$ cat config.mk
export PLATFORM = sky130hd
export DESIGN_NAME = prio_encoder_drain
export DESIGN_NICKNAME = d
export VERILOG_FILES = /design/src/rtl/prio_encoder_drain.sv
export SDC_FILE = /design/constraint.sdc
export NUM_CORES = 1
export LEC_CHECK = 0
export CAP_MARGIN = 25
export CORE_AREA = 2 2 41 43
export DETAILED_ROUTE_END_ITERATION = 16
export DIE_AREA = 0 0 43 45
export DONT_BUFFER_PORTS = 1
export PLACE_DENSITY_LB_ADDON = 0.3
export SLEW_MARGIN = 5
export SYNTH_ARGS = -nofsm -noshare
export SYNTH_HDL_FRONTEND = slang
export SYNTH_SLANG_ARGS = --single-unit
$ cat constraint.sdc
create_clock -name clk -period 4.4 [get_ports clk]
set_input_delay 0.44 -clock clk [delete_from_list [all_inputs] [get_ports clk]]
set_output_delay 0.44 -clock clk [all_outputs]
set_load 0.03 [all_outputs]
$ cat src/rtl/prio_encoder_drain.sv
// Latches an N-bit request vector and drains the index of every set bit, one per handshake, in priority order.
// Optional input masking at load time is enabled by defining PRIO_ENCODER_DRAIN_MASK_EN.
module prio_encoder_drain #(
    parameter int unsigned N         = 8,
    parameter int unsigned MSB_FIRST = 1
) (
    input  logic                 clk,
    input  logic                 rst,
    input  logic                 in_valid,
    output logic                 in_ready,
    input  logic [N-1:0]         in_vec,
`ifdef PRIO_ENCODER_DRAIN_MASK_EN
    input  logic [N-1:0]         mask_in,
`endif
    output logic                 out_valid,
    input  logic                 out_ready,
    output logic [$clog2(N)-1:0] out_idx,
    output logic                 out_last,
    output logic                 busy,
    output logic                 empty_err
);

    localparam int unsigned W = $clog2(N);
    localparam logic [N-1:0] ONE = {{(N-1){1'b0}}, 1'b1};

    typedef enum logic {
        IDLE  = 1'b0,
        DRAIN = 1'b1
    } state_e;

    state_e         state_q, state_d;
    logic [N-1:0]   pending_q, pending_d;
    logic           empty_err_q, empty_err_d;
    logic [N-1:0]   load_vec;
    logic [W-1:0]   sel_idx;
    logic           single_bit;

`ifdef PRIO_ENCODER_DRAIN_MASK_EN
    assign load_vec = in_vec & ~mask_in;
`else
    assign load_vec = in_vec;
`endif

    // Priority encode: the last set bit visited by the loop wins.
    always_comb begin
        sel_idx = '0;
        if (MSB_FIRST != 0) begin
            for (int i = 0; i < N; i++) begin
                if (pending_q[i]) sel_idx = W'(i);
            end
        end else begin
            for (int i = 0; i < N; i++) begin
                if (pending_q[N-1-i]) sel_idx = W'(N-1-i);
            end
        end
    end

    assign single_bit = (pending_q != '0) && ((pending_q & (pending_q - ONE)) == '0);

    always_ff @(posedge clk or posedge rst) begin
        if (rst) begin
            state_q     <= IDLE;
            pending_q   <= '0;
            empty_err_q <= 1'b0;
        end else begin
            state_q     <= state_d;
            pending_q   <= pending_d;
            empty_err_q <= empty_err_d;
        end
    end

    always_comb begin
        state_d     = state_q;
        pending_d   = pending_q;
        empty_err_d = 1'b0;
        case (state_q)
            IDLE: begin
                if (in_valid) begin
                    if (load_vec != '0) begin
                        pending_d = load_vec;
                        state_d   = DRAIN;
                    end else begin
                        empty_err_d = 1'b1;
                    end
                end
            end
            DRAIN: begin
                if (out_ready) begin
                    pending_d = pending_q & ~(ONE << sel_idx);
                    if (single_bit) state_d = IDLE;
                end
            end
            default: state_d = IDLE;
        endcase
    end

    assign in_ready  = (state_q == IDLE) && !rst;
    assign out_valid = (state_q == DRAIN);
    assign out_idx   = out_valid ? sel_idx : '0;
    assign out_last  = out_valid && single_bit;
    assign busy      = (pending_q != '0);
    assign empty_err = empty_err_q;

endmodule

---- After elaboration in Yosys (flattened, before gate mapping) ----
Cells that the tools add are included.
storage, ports and cells
  logic and storage cells ................. 40
  output and inout bits ................... 8
  input port bits ......................... 12
  register bits after elaboration ......... 10
operators by class
  equal/unequal tests ..................... 3
  add/sub/neg operators ................... 1
  shift operators ......................... 1
  bitwise operators ....................... 4
  mux-type cells .......................... 20
  reductions and logical operators ........ 8
operators by type and width
  kind                   count
  $mux W8                3
  $mux W3                6
  $and A8 B8 Y8          2
  $pmux W8 S2            1
  $reduce_bool A8 Y1     2
  $logic_not A8 Y1       1
  $mux W1                8
  $not A8 Y8             1
  $shl A1 B3 Y8 const A  1
  $sub A8 B1 Y8 const B  1
  $ne A2 B2 Y1 const B   3
  $logic_and A1 B1 Y1    3
  $reduce_and A3 Y1      1
  $mux W2                1
  $pmux W1 S2            1
  $logic_not A1 Y1       1
  $not A1 Y1             1

---- Longest topological paths before layout ----
Gate-level depths: netlist (run 1).
  depth after elaboration ................. 12
  depth in mapped cells ................... 6
  gate-level depth less buffers ........... 5

---- Worst setup path before layout (run 1) ----
No wires, ideal clock.
  path kind ............................... flip-flop to output port
  start point ............................. register pending_q[0]
  end point ............................... output port out_last
  path slack .............................. 2444 ps
  arrival time ............................ 1516 ps
  required time ........................... 3960 ps
  path buffers ............................ 0
  cell stages (with the launch flop) ...... 5
  cell sequence ........................... dfrtp_1 -> or4_4 -> a2111oi_4 -> a21o_1 -> and3_2
on the way
  longest elaborated chain between the ends .. 5
  elaborated cells on any way between the ends .. 6
  classes of those cells .................. 1 x add/sub; 1 x bitwise; 4 x reduce/logical
ends and longest elaborated chain
  what                     line  RTL
  from (decl)              32    logic [N-1:0] pending_q, pending_d;
  from (signal assigned)   67    pending_q <= pending_d;
  $sub A8 B1 Y8            58    assign single_bit = (pending_q != '0) && ((pending_q & (pending_q - ONE)) == '0);
  $and A8 B8 Y8            58
  $logic_not A8 Y1         58
  $logic_and A1 B1 Y1 (*)  58
  $logic_and A1 B1 Y1 (*)  100   assign out_last = out_valid && single_bit;
  to (decl)                18    output logic out_last,
Mark *: on every way between the ends. The rest lies on a longest branch, timed or not.

---- Worst setup path in the final report (run 1) ----
  start point ............................. register pending_q[1]
  end point ............................... output port out_last
The elaborated chain is that of the path after synthesis.

==> impl_metrics.toml, run 1 <==
[placed_design]
place_congestion = 0.8260
io_buffers = 0
dpl.hpwl_um = 1161

[global_routing]
grt_use_total = 0.1662
grt_pass1_vias = 515
grt-ovfl-total = 0
grt_max_degree = 16
grt_pass1_wl_um = 2277
antenna_found_initial = 0

[cts]
htreeDepth = 1
post-cts-setup-buffer-count = 0
ctsRootBufferMaster = "clkbuf_4"
clockBufferDepth = 2
clk_pin_slew_ns = 0.06
cts_buffers = 3
cts_hold_buf = 0
cts_tree = "built"
cts_resized = 0
clock_sinks = 10
insertion_delay_ns = 0.26

[worst_setup_path]
slowest_stage = "or4_4"
critPathLaunchType = "flip-flop"
crit_buf_inv = 0
ff2ff_setup_slack_ns = 2.16
slowest_delay_ns = 0.56
critPathCaptureType = "output port"
crit_fanout = 7
worstPathRequired_ns = 3.96
worstSetupPathType = "flip-flop to output port"
arrival_ns = 1.88
critical_path.top_delay_family = "simple AND/OR/NAND/NOR gates"
crit_chain = "or4_4, a2111oi_4, a21o_1, and3_2"

[sta]
worstMarginPinSlew_ns = 0.7117
finalCritPeriodShare = 0.5270
hold_violations = 0
fin_tns_setup_ns = 0
max_freq_mhz = 431.2
setup_viol = 0
rsz0062_at_grt = "false"
maxSlewHeadroom = 0.5255
skew_ns = 0.0006875
period_minus_slack_ns = 2.319
slew_violations = 0

[pwr]
pwr-share-clk = 0.103
p_comb_frac = 0.535
p_leak_nw = 0.2993
p_per_area_nw_per_um2 = 876.6
p_int_w = 0.0002746
p_seq_frac = 0.362
irDropWorstVdd_mv = 0.4102
p_switching_w = 0.0003154
swShare = 0.5346

[route]
drc = 0
avgRoutedWirePerCell_um = 16.26
via_per_inst = 6.440
firstDrtPassIters = 4
num_vias = 586
dr.first_iter.drc_count = 22
drt.antenna.violating_nets = 0
finalWirelength_um = 1480

[floorplan]
die-area_um2 = 1935
fp-row-count = 14
io_pins = 20
die-height_um = 45
start_util = 0.4371
fp.dieW_um = 43
core-area_um2 = 1471

[worst_hold_path]
hold_class = "primary input to async pin"

[cells_and_area]
nFillCells = 149
diodes = 0
nets = 89
synthToLayoutAreaGrowth_pct = 4.669
final_core_util = 0.4575
drive_gt1_frac = 0.09333

[logic_synthesis]
synth_cells = 75
yosys.area.top_type_share = 0.3891
synth_cell_types = 26
synth_seq_cells = 10
synth_area_um2 = 643.1
synth_area_per_cell_um2 = 8.575
synth_nets = 87
yosys-top-cells-area = "dfrtp_1 (39%), a21o_1 (5.8%), nand2_1 (5.8%)"
synth_top_area_cell = "dfrtp_1"
ys_seq_area_frac = 0.3891
synth_warnings = 0

[run_status]
outcome = "complete, no violations"

[run]
maxCapViolations = 0
-- cell usage in the layout, fill, tap and decap left out, types with 2 or more instances in the layout --
master     n
inv_1      4
nor2_1     6
nand3_1    3
nand2_1   10
a21o_1     5
a21boi_0   3
dfrtp_1   10
a31oi_1    2
o21ai_0    7
clkbuf_4   3
nor4_1     3
nor2b_1    3
a21oi_1    2
a22o_1     3
-- worst reg2reg max path: cells and delay by family, from the launching register on --
kind | cells | cell delay, ns
flip-flops | 1 | 0.62
AO/OA/AOI/OAI | 4 | 0.93
AND/OR/NAND/NOR | 1 | 0.58
-- routing by layer --
layer	vias up	global-route usage	share of wire
li1	276	-	-
met1	287	0.1905	0.44
met2	18	0.2667	0.47
met3	5	0.04400	0.056
met4	0	0.1273	0.029
met5	-	0	0
-- power by group through the flow --
stage,clock [W],combinational [W],sequential [W]
after floorplan,0,0.000291,0.000182
after global placement,0,0.000316,0.000213
final,0.0000606,0.000316,0.000213
after CTS,0.0000616,0.000316,0.000212
after global routing,0.0000683,0.000345,0.000222
after detailed placement,0,0.000314,0.000214
-- cell usage after synthesis --
| master | number |
|---|---|
| a22oi_1 | 1 |
| mux2_2 | 1 |
| a21o_1 | 5 |
| buf_2 | 1 |
| or4_4 | 1 |
| o31ai_1 | 1 |
| nand3_1 | 3 |
| inv_1 | 4 |
| and3_2 | 1 |
| a2111oi_4 | 1 |
| a21oi_1 | 2 |
| o32ai_1 | 1 |
| nand3b_1 | 1 |
| or4_1 | 1 |
| a21boi_0 | 3 |
| nand2_1 | 10 |
| nor2_1 | 6 |
| a22o_1 | 3 |
| nor2b_1 | 3 |
| o21ai_0 | 7 |
| clkbuf_1 | 2 |
| nor4_1 | 3 |
| dfrtp_1 | 10 |
| and2_1 | 1 |
| a31oi_1 | 2 |
| and3_1 | 1 |
-- area by class of cell --
cell class | count | area [um^2] | share of cell area
tap | 16 | 20.02 | 0.02974
clock buffer | 3 | 22.52 | 0.03346
sequential | 10 | 250.2 | 0.3717
multi-input combinational | 58 | 365.4 | 0.5428
inverter | 4 | 15.01 | 0.02230
-- flip-flops by register name, indices dropped and copies added (netlist names) --
name,flops
pending_q,8
empty_err,1
out_valid,1
-- cell families after synthesis --
family                 after synthesis  synth area share
and+or+nand+nor                     31            0.2471
AOI/OAI and AO/OA                   26            0.3035
DFF                                 10            0.3891
buffers and inverters                7           0.04279
muxes                                1           0.01751
-- per-stage QoR --
step           hold WS, ns  total power [W]  setup slack, ns  instance area (um^2)  std cells
4_1_cts            0.04555        0.0005894            2.077                 673.1         91
3_3_place_gp        0.3232        0.0005286            2.331                 650.6         88
2_1_floorplan       0.2802        0.0004733            2.444                 643.1         75
5_1_grt            0.06350        0.0006346            1.983                 673.1         91
6_report           0.03197        0.0005900            2.081                 673.1         91
3_5_place_dp        0.3283        0.0005287            2.181                 650.6         88
-- final timing paths --
path / cells past startpoint / from / endpoint
setup / recovery: 4 / pending_q[1] / out_last
hold / removal: 1 / rst / pending_q[5]
setup reg to reg: 5 / out_valid / pending_q[0]
hold reg to reg: 1 / pending_q[0] / pending_q[0]
max in group asynchronous: 1 / rst / out_valid
min in group clk: 2 / in_vec[2] / pending_q[2]
Power figures use the tool's default switching activity.
==> run 2: changes to the inputs <==
==> constraint.sdc (replaced) <==
create_clock -name clk -period 2.1 [get_ports clk]
set_input_delay 0.21 -clock clk [delete_from_list [all_inputs] [get_ports clk]]
set_output_delay 0.21 -clock clk [all_outputs]
set_load 0.03 [all_outputs]
==> impl_metrics.toml, run 2 (synthesis results as in run 1) <==
[cells_and_area]
synthToLayoutAreaGrowth_pct = 15.37
largest_reg_flops = 8
diodes = 0
nFillCells = 142
multi_input_area_um2 = 369.1
drive_gt1_frac = 0.1928
seqCellArea_um2 = 252.7
final_common_cell = "nand2_1"
final_core_util = 0.5043
mostFrequentLayoutCells = "nand2_1 (10), dfrtp_1 (8), o21ai_0 (7), buf_4 (7), nor2_1 (6)"
largest_register = "pending_q"
nets = 97

[sta]
worstMarginPinSlew_ns = 0.7529
finalCritPeriodShare = 0.9753
skew_ns = 0.003980
hold_violations = 0
period_minus_slack_ns = 2.048
rsz0062_at_grt = "true"
hold_slack_ns = 0.05520
slew_violations = 0
setup_viol = 0
maxSlewHeadroom = 0.4980
max_freq_mhz = 488.3

[route]
finalWirelength_um = 1642
dr.first_iter.drc_count = 39
via_per_inst = 6.202
num_vias = 614
drc = 0
drt.antenna.violating_nets = 0
firstDrtPassIters = 4
avgRoutedWirePerCell_um = 16.59

[worst_setup_path]
critPathCaptureType = "output port"
worstSetupPathType = "flip-flop to output port"
worstPathRequired_ns = 1.89
arrival_ns = 1.84
ff2ff_setup_slack_ns = 0.27
crit_fanout = 5
critPathLaunchType = "flip-flop"

[global_routing]
grt_pass1_wl_um = 2594
grt_use_total = 0.1896
grt_pass1_vias = 558
antenna_found_initial = 0
grt-ovfl-total = 0
grt_max_degree = 14

[cts]
ctsRootBufferMaster = "clkbuf_4"
clockBufferDepth = 2
clk_pin_slew_ns = 0.06
htreeDepth = 1
clock_sinks = 10
cts_buffers = 3
insertion_delay_ns = 0.26
cts_tree = "built"

[placed_design]
place_congestion = 0.8502
dpl.hpwl_um = 1207
io_buffers = 0

[floorplan]
fp-row-count = 14
die-area_um2 = 1935
core-area_um2 = 1471
die-height_um = 45
start_util = 0.4371
io_pins = 20
fp.dieW_um = 43

[run]
maxCapViolations = 0

[worst_hold_path]
hold_class = "primary input to flip-flop"

[pwr]
swShare = 0.5081
p_leak_nw = 0.3341
p_switching_w = 0.0006893
irDropWorstVdd_mv = 0.9050
p_int_w = 0.0006673
pwr-share-clk = 0.093
p_comb_frac = 0.616
p_per_area_nw_per_um2 = 1828
p_seq_frac = 0.290

[run_status]
outcome = "complete, no violations"
[run 2: final timing paths]
kind / cells past startpoint / start / endpoint
min in group asynchronous: 2 / rst / pending_q[7]
min: 2 / in_vec[2] / pending_q[2]
max in group asynchronous: 2 / rst / pending_q[1]
min reg2reg: 2 / pending_q[1] / pending_q[1]
max: 4 / pending_q[1] / out_last
max reg2reg: 6 / pending_q[1] / out_valid
[run 2: timing repair]
action | CTS | global route
setup endpoints to repair | 1 | 1
hold buffers | 1 | 0
resized for setup | 1 | 2
setup buffers | 0 | 4
hold endpoints to repair | 10 | 0
pin swaps | 0 | 0
[run 2: metal layers]
layer / vias to the layer above / share of wire / GRT usage / routed length, um
li1: 293 / - / - / -
met1: 290 / 0.40 / 0.2298 / 662
met2: 29 / 0.51 / 0.3121 / 840
met3: 2 / 0.074 / 0.03200 / 121
met4: 0 / 0.010 / 0.1273 / 17
met5: - / 0 / 0 / 0
[run 2: per-stage QoR]
step           instances  setup TNS, ns  total power [W]  worst slack [ns]  cell area (um^2)
6_report              99              0         0.001357           0.05189             742.0
5_1_grt               99      -0.007197         0.001459         -0.007197             742.0
4_1_cts               95              0         0.001286           0.01908             709.4
3_5_place_dp          91              0         0.001141            0.2855             673.1
3_3_place_gp          91              0         0.001134            0.2963             673.1
2_1_floorplan         75              0        0.0009916            0.3371             643.1
[run 2: critical path: stages (launching register included)]
cell and delay [ns]:
dfrtp_2 0.43, or4_4 0.54, a2111oi_4 0.20, a21o_1 0.15, and3_4 0.25
[run 2: area by class of cell]
type | instances | share of cell area
multi-input combinational | 58 | 0.4975
sequential | 10 | 0.3406
timing repair buffer | 8 | 0.08432
clock buffer | 3 | 0.03035
tap | 16 | 0.02698
inverter | 4 | 0.02024
[run 2: power groups by stage]
| stage | combinational (W) | sequential, W | clock [W] |
|---|---|---|---|
| after floorplan | 0.000610 | 0.000381 | 0 |
| after global placement | 0.000727 | 0.000406 | 0 |
| after detailed placement | 0.000729 | 0.000412 | 0 |
| after CTS | 0.000746 | 0.000409 | 0.000131 |
| after global routing | 0.000909 | 0.000407 | 0.000143 |
| final | 0.000836 | 0.000394 | 0.000127 |
==> run 3: changes to the inputs <==
--- a/config.mk
+++ b/config.mk
@@ -6,11 +6,11 @@
 export NUM_CORES = 1
 export LEC_CHECK = 0
 export CAP_MARGIN = 25
-export CORE_AREA = 2 2 41 43
+export CORE_AREA = 2 2 39 41
 export DETAILED_ROUTE_END_ITERATION = 16
-export DIE_AREA = 0 0 43 45
+export DIE_AREA = 0 0 41 43
 export DONT_BUFFER_PORTS = 1
-export PLACE_DENSITY_LB_ADDON = 0.3
+export PLACE_DENSITY = 0.71
 export SLEW_MARGIN = 5
 export SYNTH_ARGS = -nofsm -noshare
 export SYNTH_HDL_FRONTEND = slang
==> impl_metrics.toml, run 3 (synthesis results as in run 1) <==
[cts]
clockBufferDepth = 2
clock_sinks = 10
insertion_delay_ns = 0.26
clk_pin_slew_ns = 0.06
htreeDepth = 1
ctsRootBufferMaster = "clkbuf_4"
cts_tree = "built"
cts_buffers = 3

[cells_and_area]
synthToLayoutAreaGrowth_pct = 16.54
mostFrequentLayoutCells = "nand2_1 (10), dfrtp_1 (8), buf_4 (8)"
multi_input_area_um2 = 369.1
largest_reg_flops = 8
final_common_cell = "nand2_1"
drive_gt1_frac = 0.2024
largest_register = "pending_q"
finalInstanceArea_um2 = 749.5
nets = 98
nFillCells = 124
diodes = 0
seqCellArea_um2 = 252.7

[route]
firstDrtPassIters = 4
num_vias = 634
finalWirelength_um = 1511
drt.antenna.violating_nets = 0
avgRoutedWirePerCell_um = 15.11
dr.first_iter.drc_count = 5
drc = 0
via_per_inst = 6.340

[sta]
fin_tns_setup_ns = 0
skew_ns = 0.001470
finalCritPeriodShare = 0.9630
hold_slack_ns = 0.05943
period_minus_slack_ns = 2.022
maxSlewHeadroom = 0.5005
rsz0062_at_grt = "false"
max_freq_mhz = 494.5
worstMarginPinSlew_ns = 0.7493
setup_viol = 0
slew_violations = 0
hold_violations = 0

[floorplan]
die-height_um = 43
start_util = 0.4647
die-area_um2 = 1763
io_pins = 20
fp.dieW_um = 41
fp-row-count = 14
core-area_um2 = 1384

[worst_hold_path]
hold_class = "primary input to flip-flop"

[pwr]
p_leak_nw = 0.3393
p_comb_frac = 0.612
p_seq_frac = 0.294
p_per_area_nw_per_um2 = 1810
pwr-share-clk = 0.094
p_int_w = 0.0006788
swShare = 0.4998
p_switching_w = 0.0006781
irDropWorstVdd_mv = 0.8278

[placed_design]
dpl.hpwl_um = 1105
io_buffers = 0
dpl-instance-area_um2 = 665.6
place_congestion = 0.7950

[worst_setup_path]
worstPathRequired_ns = 1.89
ff2ff_setup_slack_ns = 0.29
worstSetupPathType = "flip-flop to output port"
arrival_ns = 1.81
critPathCaptureType = "output port"
critPathLaunchType = "flip-flop"
crit_fanout = 4

[global_routing]
grt_use_total = 0.2112
grt_max_degree = 14
grt-ovfl-total = 0
grt_pass1_wl_um = 2442
antenna_found_initial = 0
grt_pass1_vias = 561

[run]
maxCapViolations = 0

[run_status]
outcome = "complete, no violations"
==> run 3: cell types whose count changed in the layout (fill, tap and decap cells not counted), sizes merged <==
cell	change
buf	+1
==> run 3: repair_timing <==
action | CTS | global route
resized for setup | 0 | 3
setup buffers | 0 | 6
hold buffers | 1 | 0
setup endpoints to repair | 0 | 1
endpoints found under the hold margin | 10 | 0
==> run 3: layout make-up <==
cell class / instances / share of cell area
clock buffers: 3 / 0.03005
inverters: 4 / 0.02003
multi-input cells: 58 / 0.4925
flip-flops and latches: 10 / 0.3372
well taps: 16 / 0.02671
repair buffers: 9 / 0.09349
==> run 3: metal layers <==
layer	wire (um)	vias up	track usage
met1	616	302	0.2881
li1	-	296	-
met2	720	29	0.2813
met5	0	-	0
met4	45	0	0.1467
met3	128	7	0.05236
==> run 3: critical path, cell delays in order (launching register included) <==
cell and delay [ns]:
dfrtp_1 0.40, or4_4 0.56, a2111oi_4 0.19, a21o_1 0.15, and3_4 0.25
==> run 3: path summary, 6_finish.rpt <==
path / start / endpoint / cells after the start
worst max-delay path: pending_q[0] / out_last / 4
worst min-delay path: in_vec[2] / pending_q[2] / 2
worst max register to register: pending_q[0] / out_valid / 6
worst min register to register: pending_q[2] / pending_q[2] / 2
max in group asynchronous: rst / pending_q[2] / 2
min in group asynchronous: rst / out_valid / 2
==> run 3: power by group through the flow <==
stage | Clock, W | Sequential [W] | Combinational, W
finish | 0.000128 | 0.000399 | 0.000830
global route | 0.000142 | 0.000415 | 0.000911
CTS | 0.000129 | 0.000404 | 0.000716
detailed placement | 0 | 0.000407 | 0.000710
global placement | 0 | 0.000406 | 0.000705
floorplan | 0 | 0.000381 | 0.000610
==> run 3: stage by stage <==
step | instances | utilization | power, W | worst slack (ns)
finish | 100 | 0.5416 | 0.001357 | 0.07777
floorplan | 75 | - | 0.0009916 | 0.3371
global placement | 90 | 0.4810 | 0.001111 | 0.3048
CTS | 94 | 0.5045 | 0.001249 | 0.01686
detailed placement | 90 | 0.4810 | 0.001117 | 0.3071
global route | 100 | 0.5416 | 0.001467 | 0.002958
